<file path="src/rtl/commit_trace_pkg.sv">
// Shared definitions for the commit-trace buffer: the ebreak encoding, the
// field widths of a trace record and the control states.
package commit_trace_pkg;

  localparam logic [31:0] EBREAK_INSN = 32'h0010_0073;

  localparam int PC_W   = 64;
  localparam int INSN_W = 32;
  localparam int RD_W   = 5;
  localparam int DAT_W  = 64;
  localparam int SEQ_W  = 64;

  typedef struct packed {
    logic [PC_W-1:0]   pc;
    logic [INSN_W-1:0] insn;
    logic [RD_W-1:0]   rd;
    logic              rf_we;
    logic [DAT_W-1:0]  rd_dat;
    logic [SEQ_W-1:0]  seq;
  } trace_rec_t;

  localparam int REC_W = $bits(trace_rec_t);

  typedef enum logic [1:0] {
    ST_RUN,
    ST_DRAIN,
    ST_DONE
  } state_e;

endpackage

</file>
<file path="src/rtl/commit_trace_if.sv">
// Bundle of the write-back debug port, the harness handshake and the status
// outputs of the commit-trace buffer.
interface commit_trace_if #(parameter int AW = 3);
  import commit_trace_pkg::*;

  logic              i_valid;
  logic [PC_W-1:0]   i_pc;
  logic [INSN_W-1:0] i_insn;
  logic [RD_W-1:0]   i_rd;
  logic              i_rf_we;
  logic [DAT_W-1:0]  i_rd_dat;
  logic              i_ready;

  logic              o_valid;
  logic [PC_W-1:0]   o_pc;
  logic [INSN_W-1:0] o_insn;
  logic [RD_W-1:0]   o_rd;
  logic              o_rf_we;
  logic [DAT_W-1:0]  o_rd_dat;
  logic [SEQ_W-1:0]  o_seq;
  logic [AW:0]       o_count;
  logic              o_overflow;
  logic [63:0]       o_cycle_cnt;
  logic [63:0]       o_instr_cnt;
  logic              o_trap;
  logic [PC_W-1:0]   o_trap_pc;
  logic              o_done;

  modport master (
    output i_valid, i_pc, i_insn, i_rd, i_rf_we, i_rd_dat, i_ready,
    input  o_valid, o_pc, o_insn, o_rd, o_rf_we, o_rd_dat, o_seq, o_count,
           o_overflow, o_cycle_cnt, o_instr_cnt, o_trap, o_trap_pc, o_done
  );

  modport slave (
    input  i_valid, i_pc, i_insn, i_rd, i_rf_we, i_rd_dat, i_ready,
    output o_valid, o_pc, o_insn, o_rd, o_rf_we, o_rd_dat, o_seq, o_count,
           o_overflow, o_cycle_cnt, o_instr_cnt, o_trap, o_trap_pc, o_done
  );
endinterface

</file>
<file path="src/rtl/commit_trace_fifo.sv">
// Synchronous first-word-fall-through FIFO with AW+1 bit wrapping pointers;
// a push into a full FIFO is accepted only when a pop frees a slot that cycle.
module trace_fifo #(
  parameter int DEPTH = 8,
  parameter int AW    = 3,
  parameter int W     = 8
) (
  input  logic         clk,
  input  logic         rst,
  input  logic         push_i,
  input  logic         pop_i,
  input  logic [W-1:0] data_i,
  output logic [W-1:0] data_o,
  output logic         empty_o,
  output logic         full_o,
  output logic [AW:0]  count_o
);

  logic [AW:0]  wr_q, rd_q;
  logic [W-1:0] mem_q [DEPTH];
  logic         push_ok, pop_ok;

  assign empty_o = (wr_q == rd_q);
  assign full_o  = (wr_q[AW] != rd_q[AW]) && (wr_q[AW-1:0] == rd_q[AW-1:0]);
  assign count_o = wr_q - rd_q;
  assign pop_ok  = pop_i && !empty_o;
  assign push_ok = push_i && (!full_o || pop_ok);
  assign data_o  = mem_q[rd_q[AW-1:0]];

  // NOTE: sequential state is always assigned with <=, so every always_ff
  // reads the pre-edge value of every register regardless of block order.
  always_ff @(posedge clk or posedge rst) begin
    if (rst) begin
      wr_q <= '0;
      rd_q <= '0;
    end else begin
      if (push_ok) wr_q <= wr_q + 1'b1;
      if (pop_ok)  rd_q <= rd_q + 1'b1;
    end
  end

  // NOTE: the storage array has no reset; entries are only observable once
  // the pointers say they were written, so resetting them buys nothing.
  always_ff @(posedge clk) begin
    if (push_ok) mem_q[wr_q[AW-1:0]] <= data_i;
  end

endmodule

</file>
<file path="src/rtl/commit_trace.sv">
// Commit-trace buffer: packs retired instructions into sequence-tagged records,
// runs the RUN/DRAIN/DONE control and keeps cycle/instruction counters.
module commit_trace
  import commit_trace_pkg::*;
#(
  parameter int DEPTH = 8,
  parameter int AW    = 3
) (
  input logic           clk,
  input logic           rst,
  commit_trace_if.slave bus
);

  state_e            state_q;
  logic              overflow_q, trap_q, done_q;
  logic [63:0]       cycle_q, instr_q;
  logic [PC_W-1:0]   trap_pc_q;

  trace_rec_t        rec_in, rec_out;
  logic              push, pop, empty, full;
  logic [AW:0]       count;

  assign push = bus.i_valid && (state_q == ST_RUN);
  assign pop  = !empty && bus.i_ready;

  // Writes to x0 never reach the register file, so they are reported as such.
  assign rec_in = '{
    pc:     bus.i_pc,
    insn:   bus.i_insn,
    rd:     bus.i_rd,
    rf_we:  bus.i_rf_we && (bus.i_rd != '0),
    rd_dat: bus.i_rd_dat,
    seq:    instr_q
  };

  trace_fifo #(.DEPTH(DEPTH), .AW(AW), .W(REC_W)) u_fifo (
    .clk     (clk),
    .rst     (rst),
    .push_i  (push),
    .pop_i   (bus.i_ready),
    .data_i  (rec_in),
    .data_o  (rec_out),
    .empty_o (empty),
    .full_o  (full),
    .count_o (count)
  );

  always_ff @(posedge clk or posedge rst) begin
    if (rst) begin
      state_q    <= ST_RUN;
      overflow_q <= 1'b0;
      trap_q     <= 1'b0;
      done_q     <= 1'b0;
      cycle_q    <= '0;
      instr_q    <= '0;
      trap_pc_q  <= '0;
    end else begin
      if (push && full && !pop) overflow_q <= 1'b1;
      case (state_q)
        ST_RUN: begin
          cycle_q <= cycle_q + 64'd1;
          if (push) begin
            instr_q <= instr_q + 64'd1;
            if (bus.i_insn == EBREAK_INSN) begin
              trap_q    <= 1'b1;
              trap_pc_q <= bus.i_pc;
              state_q   <= ST_DRAIN;
            end
          end
        end
        // Uses the registered empty flag, so DONE lands one cycle after the last pop.
        ST_DRAIN: begin
          if (empty) begin
            done_q  <= 1'b1;
            state_q <= ST_DONE;
          end
        end
        default: state_q <= ST_DONE;
      endcase
    end
  end

  assign bus.o_valid     = !empty;
  assign bus.o_pc        = rec_out.pc;
  assign bus.o_insn      = rec_out.insn;
  assign bus.o_rd        = rec_out.rd;
  assign bus.o_rf_we     = rec_out.rf_we;
  assign bus.o_rd_dat    = rec_out.rd_dat;
  assign bus.o_seq       = rec_out.seq;
  assign bus.o_count     = count;
  assign bus.o_overflow  = overflow_q;
  assign bus.o_cycle_cnt = cycle_q;
  assign bus.o_instr_cnt = instr_q;
  assign bus.o_trap      = trap_q;
  assign bus.o_trap_pc   = trap_pc_q;
  assign bus.o_done      = done_q;

endmodule

</file>
<file path="src/flat_wrapper.sv">
// flat-port wrapper written by rule: the top's interface ports become plain ports
module commit_trace_flat import commit_trace_pkg::*;
#(
  parameter int DEPTH = 8,
  parameter int AW    = 3
)
  (clk, rst, bus_i_valid, bus_i_pc, bus_i_insn, bus_i_rd, bus_i_rf_we, bus_i_rd_dat, bus_i_ready, bus_o_valid, bus_o_pc, bus_o_insn, bus_o_rd, bus_o_rf_we, bus_o_rd_dat, bus_o_seq, bus_o_count, bus_o_overflow, bus_o_cycle_cnt, bus_o_instr_cnt, bus_o_trap, bus_o_trap_pc, bus_o_done);
  commit_trace_if #(.AW(AW)) bus_i ();
  input logic clk;
  input logic rst;
  input wire logic [$bits(bus_i.i_valid)-1:0] bus_i_valid;
  input wire logic [$bits(bus_i.i_pc)-1:0] bus_i_pc;
  input wire logic [$bits(bus_i.i_insn)-1:0] bus_i_insn;
  input wire logic [$bits(bus_i.i_rd)-1:0] bus_i_rd;
  input wire logic [$bits(bus_i.i_rf_we)-1:0] bus_i_rf_we;
  input wire logic [$bits(bus_i.i_rd_dat)-1:0] bus_i_rd_dat;
  input wire logic [$bits(bus_i.i_ready)-1:0] bus_i_ready;
  output wire logic [$bits(bus_i.o_valid)-1:0] bus_o_valid;
  output wire logic [$bits(bus_i.o_pc)-1:0] bus_o_pc;
  output wire logic [$bits(bus_i.o_insn)-1:0] bus_o_insn;
  output wire logic [$bits(bus_i.o_rd)-1:0] bus_o_rd;
  output wire logic [$bits(bus_i.o_rf_we)-1:0] bus_o_rf_we;
  output wire logic [$bits(bus_i.o_rd_dat)-1:0] bus_o_rd_dat;
  output wire logic [$bits(bus_i.o_seq)-1:0] bus_o_seq;
  output wire logic [$bits(bus_i.o_count)-1:0] bus_o_count;
  output wire logic [$bits(bus_i.o_overflow)-1:0] bus_o_overflow;
  output wire logic [$bits(bus_i.o_cycle_cnt)-1:0] bus_o_cycle_cnt;
  output wire logic [$bits(bus_i.o_instr_cnt)-1:0] bus_o_instr_cnt;
  output wire logic [$bits(bus_i.o_trap)-1:0] bus_o_trap;
  output wire logic [$bits(bus_i.o_trap_pc)-1:0] bus_o_trap_pc;
  output wire logic [$bits(bus_i.o_done)-1:0] bus_o_done;
  assign bus_i.i_valid = bus_i_valid;
  assign bus_i.i_pc = bus_i_pc;
  assign bus_i.i_insn = bus_i_insn;
  assign bus_i.i_rd = bus_i_rd;
  assign bus_i.i_rf_we = bus_i_rf_we;
  assign bus_i.i_rd_dat = bus_i_rd_dat;
  assign bus_i.i_ready = bus_i_ready;
  assign bus_o_valid = bus_i.o_valid;
  assign bus_o_pc = bus_i.o_pc;
  assign bus_o_insn = bus_i.o_insn;
  assign bus_o_rd = bus_i.o_rd;
  assign bus_o_rf_we = bus_i.o_rf_we;
  assign bus_o_rd_dat = bus_i.o_rd_dat;
  assign bus_o_seq = bus_i.o_seq;
  assign bus_o_count = bus_i.o_count;
  assign bus_o_overflow = bus_i.o_overflow;
  assign bus_o_cycle_cnt = bus_i.o_cycle_cnt;
  assign bus_o_instr_cnt = bus_i.o_instr_cnt;
  assign bus_o_trap = bus_i.o_trap;
  assign bus_o_trap_pc = bus_i.o_trap_pc;
  assign bus_o_done = bus_i.o_done;
  commit_trace #(.DEPTH(DEPTH), .AW(AW)) u_core (.clk(clk), .rst(rst), .bus(bus_i));
endmodule
</file>
<file path="config.mk">
export PLATFORM = sky130hd
export DESIGN_NAME = commit_trace_flat
export DESIGN_NICKNAME = d
export VERILOG_FILES = /design/src/rtl/commit_trace_pkg.sv /design/src/rtl/commit_trace_if.sv /design/src/rtl/commit_trace_fifo.sv /design/src/rtl/commit_trace.sv /design/src/flat_wrapper.sv
export SDC_FILE = /design/constraint.sdc
export NUM_CORES = 2
export LEC_CHECK = 0
export CAP_MARGIN = 5
export CORE_MARGIN = 5
export CORE_UTILIZATION = 30
export DETAILED_ROUTE_END_ITERATION = 10
export GPL_TIMING_DRIVEN = 0
export MAX_ROUTING_LAYER = met4
export SYNTH_ARGS = -nofsm -noshare
export SYNTH_HDL_FRONTEND = slang
export SYNTH_HIERARCHICAL = 1
export SYNTH_SLANG_ARGS = --single-unit
</file>
<file path="constraint.sdc">
create_clock -name clk -period 60.2 [get_ports clk]
set_clock_uncertainty 0.1 [all_clocks]
set_input_delay 12.04 -clock clk [delete_from_list [all_inputs] [get_ports clk]]
set_output_delay 12.04 -clock clk [all_outputs]
set_load 0.03 [all_outputs]
</file>
==> flow_summary.toml <==
[run_status]
status = "complete, no violations"

[global_route]
grt_overflow = 0
grt_pass1_vias = 42828
grt_pass1_wl_um = 304000
grt_max_degree = 103
grtUsageTotal = 0.157
antenna_found_initial = 21

[logic_synthesis]
ys_warn_count = 6
ys.flop_type = "edfxtp_1"
synth_area_leaders = "edfxtp_1 (70%), mux4_2 (13%), dfrtp_1 (6.5%)"
synthesis.nets = 4157
syn_area_per_cell_um2 = 19.8
synth_edf_count = 1840
synth_top_area_cell = "edfxtp_1"
ys_types = 48
synth-async-reset-ratio = 0.100
synth_area_um2 = 78700
ys_seq_area_frac = 0.768
synth_seq_cells = 2045
synth_top_area_share = 0.702
syn-instance-count = 3979

[finish]
fin_nets = 5213
fin_area_um2 = 99100
syn2layout_area_growth_pct = 26.0
multiInputGateArea_um2 = 16800
ff_latch_area_um2 = 60400
fillers = 23791
drive_gt1_frac = 0.237

[floorplanning]
die_h_um = 522
ioPinCount = 600
die-area_um2 = 273000
rows = 188
core_um2 = 262000
die_x_um = 522
start_util = 0.301

[sta]
worst-slew-pin-transition_ns = 1.23
finalCritPeriodShare = 0.284
rsz0062_at_grt = "no"
max_freq_ghz = 0.0586
worst_slack_ns = 43.13
min_period_ns = 17.07
fin_setup_tns_ns = 0
slew_headroom = 0.179
finalHoldViolations = 0
setup_viol = 0
maxSlewViolCount = 0

[drt]
via_count = 40827
first_pass_iters = 5
viasPerCell = 4.66
initialDrtViolationCount = 3392
drc_errors = 0
ant_nets = 0
wl_per_cell_um = 24.0
drt-total-wl_um = 210000

[clocking]
insertion_delay_ns = 0.88
clk_pin_slew_worst_paths_ns = 0.06
cts_buffer_depth = 3
cts-root-buf = "clkbuf_16"
cts-hold-fix-buffers = 0
post_cts_buffers = 0
cts_resized = 0
cts_made_buffers = 215
cts_tree = "built"
htree_levels = 4
clock_sinks = 2045

[worst_setup_path]
cp_top_family = "buffers and inverters"
critPathBufInv = 6
path_cells = "clkbuf_1 > buf_2 > buf_2 > buf_2 > inv_1 > ha_1 > a21o_1 > a21oi_1 > xnor2_1 > clkdlybuf4s50_1"
path_common_cell = "buf_2"
cp_slowest_cell = "clkdlybuf4s50_1"
critPathMaxStageDelay_ns = 0.76
crit_fanout = 10
cp.arrival_ns = 4.93
cp.required_ns = 48.06
start_kind = "flip-flop"
end_kind = "output pin"
critPathKind = "reg -> out"

[pwr]
ir_worst_vdd_uv = 39.4
power_density_nw_per_um2 = 49.2
power.leakage_nw = 34.6

[placement]
pre_cts_ws_ns = 43.03
post_dp_cell_area_um2 = 91800
gp_congestion = 0.790
io_buffers = 599
hpwl_um = 147000

[run]
drv_cap = 0

[min_path]
hold_class = "reg -> reg"
## state kept, by name, indices dropped and copies added, names as in the netlist
| signal | flops |
|---|---|
| u_core/bus.o_cycle_cnt | 64 |
| u_core/bus.o_done | 1 |
| u_core/bus.o_instr_cnt | 64 |
| u_core/bus.o_overflow | 1 |
| u_core/bus.o_trap | 1 |
| u_core/bus.o_trap_pc | 64 |
| u_core/state_q | 2 |
| u_core/u_fifo/mem_q | 1840 |
| u_core/u_fifo/rd_q | 4 |
| u_core/u_fifo/wr_q | 4 |
## final timing paths
| kind | from | end | slack, ns | cells after the start |
|---|---|---|---|---|
| max | u_core/u_fifo/rd_q[1] | bus_o_count[3] | 43.13 | 10 |
| min | u_core/bus.o_done | u_core/bus.o_done | 0.37 | 1 |
| max reg2reg | u_core/u_fifo/rd_q[1] | u_core/u_fifo/mem_q[1][123] | 53.04 | 23 |
| min reg2reg | u_core/bus.o_done | u_core/bus.o_done | 0.37 | 1 |
| max in group asynchronous | rst | u_core/bus.o_instr_cnt[53] | 47.27 | 3 |
| min in group asynchronous | rst | u_core/u_fifo/rd_q[0] | 11.49 | 2 |
## cells in the mapped netlist, drive strengths merged, types with 37 or more instances
cell type and instances:
edfxtp 1840, nand2 745, mux4 460, dfrtp 205
buf 174, xnor2 78, mux2 68, clkbuf 62
xor2 58, nand3 50, nand4 46, nor2 44
nor3 37
## cell type report
type,instances,share of cell area
Timing Repair Buffer,839,0.0878
Inverter,24,0.000984
Tap cell,3515,0.0444
Sequential cell,2045,0.609
Multi-Input combinational cell,1674,0.169
Antenna cell,12,0.000303
Clock buffer,285,0.0586
Clock inverter,122,0.0148
Buffer,236,0.0147
## per-layer routing
metal	vias to the layer above	track usage	routed length [um]
met5	-	-	0
met4	0	0.0365	4220
met3	255	0.0347	13800
met2	1209	0.245	101000
met1	21607	0.209	91700
li1	17756	-	-
## power breakdown
group	total, mW	internal (mW)	leakage (nW)	switching [mW]
logic	1.76	0.693	11.2	1.06
registers	1.78	1.74	19.9	0.0415
clock network	1.34	0.776	3.52	0.566
total	4.88	3.21	34.6	1.67
## logic make-up (layout without fill, tap and decap cells)
group | Yosys count | count (layout) | synth area share
xor+xnor | 136 | 136 | 0.0151
flops | 2045 | 2045 | 0.768
mux | 528 | 528 | 0.141
simple gates | 994 | 994 | 0.0542
compound gates | 8 | 8 | 0.000748
other cells | 0 | 12 | 0
fa+ha+maj | 8 | 8 | 0.00137
buf+inv | 260 | 1506 | 0.0196
## stage by stage
stage                util  total power, mW  cells  hold WS [ns]
CTS                 0.379             4.96   8739         0.377
detailed placement  0.351             3.61   8332         0.362
global route        0.379             5.10   8746         0.391
finish              0.379             4.88   8752         0.373
floorplan               -             2.92   3979         0.393
global placement    0.340             3.77   8093         0.353
## cells in the final DEF (no fill, tap or decap), drive strengths merged, types with 2 or more instances in the layout
master,netlist,routed
or2,2,2
inv,24,37
mux2,68,68
mux4,460,460
xor2,58,58
clkdlybuf4s50,0,599
and3,18,18
xnor2,78,78
clkinvlp,0,8
clkinv,0,80
nand4,46,46
nand2,745,745
nor2,44,44
and2,7,7
nor4bb,2,2
clkbuf,62,347
dfrtp,205,205
edfxtp,1840,1840
buf,174,414
nor4b,2,2
bufinv,0,21
nor4,16,16
and4,14,14
or3,2,2
nand3,50,50
or4,4,4
ha,7,7
a31o,3,3
diode,0,12
nor3,37,37
Power figures use the tool's default switching activity.
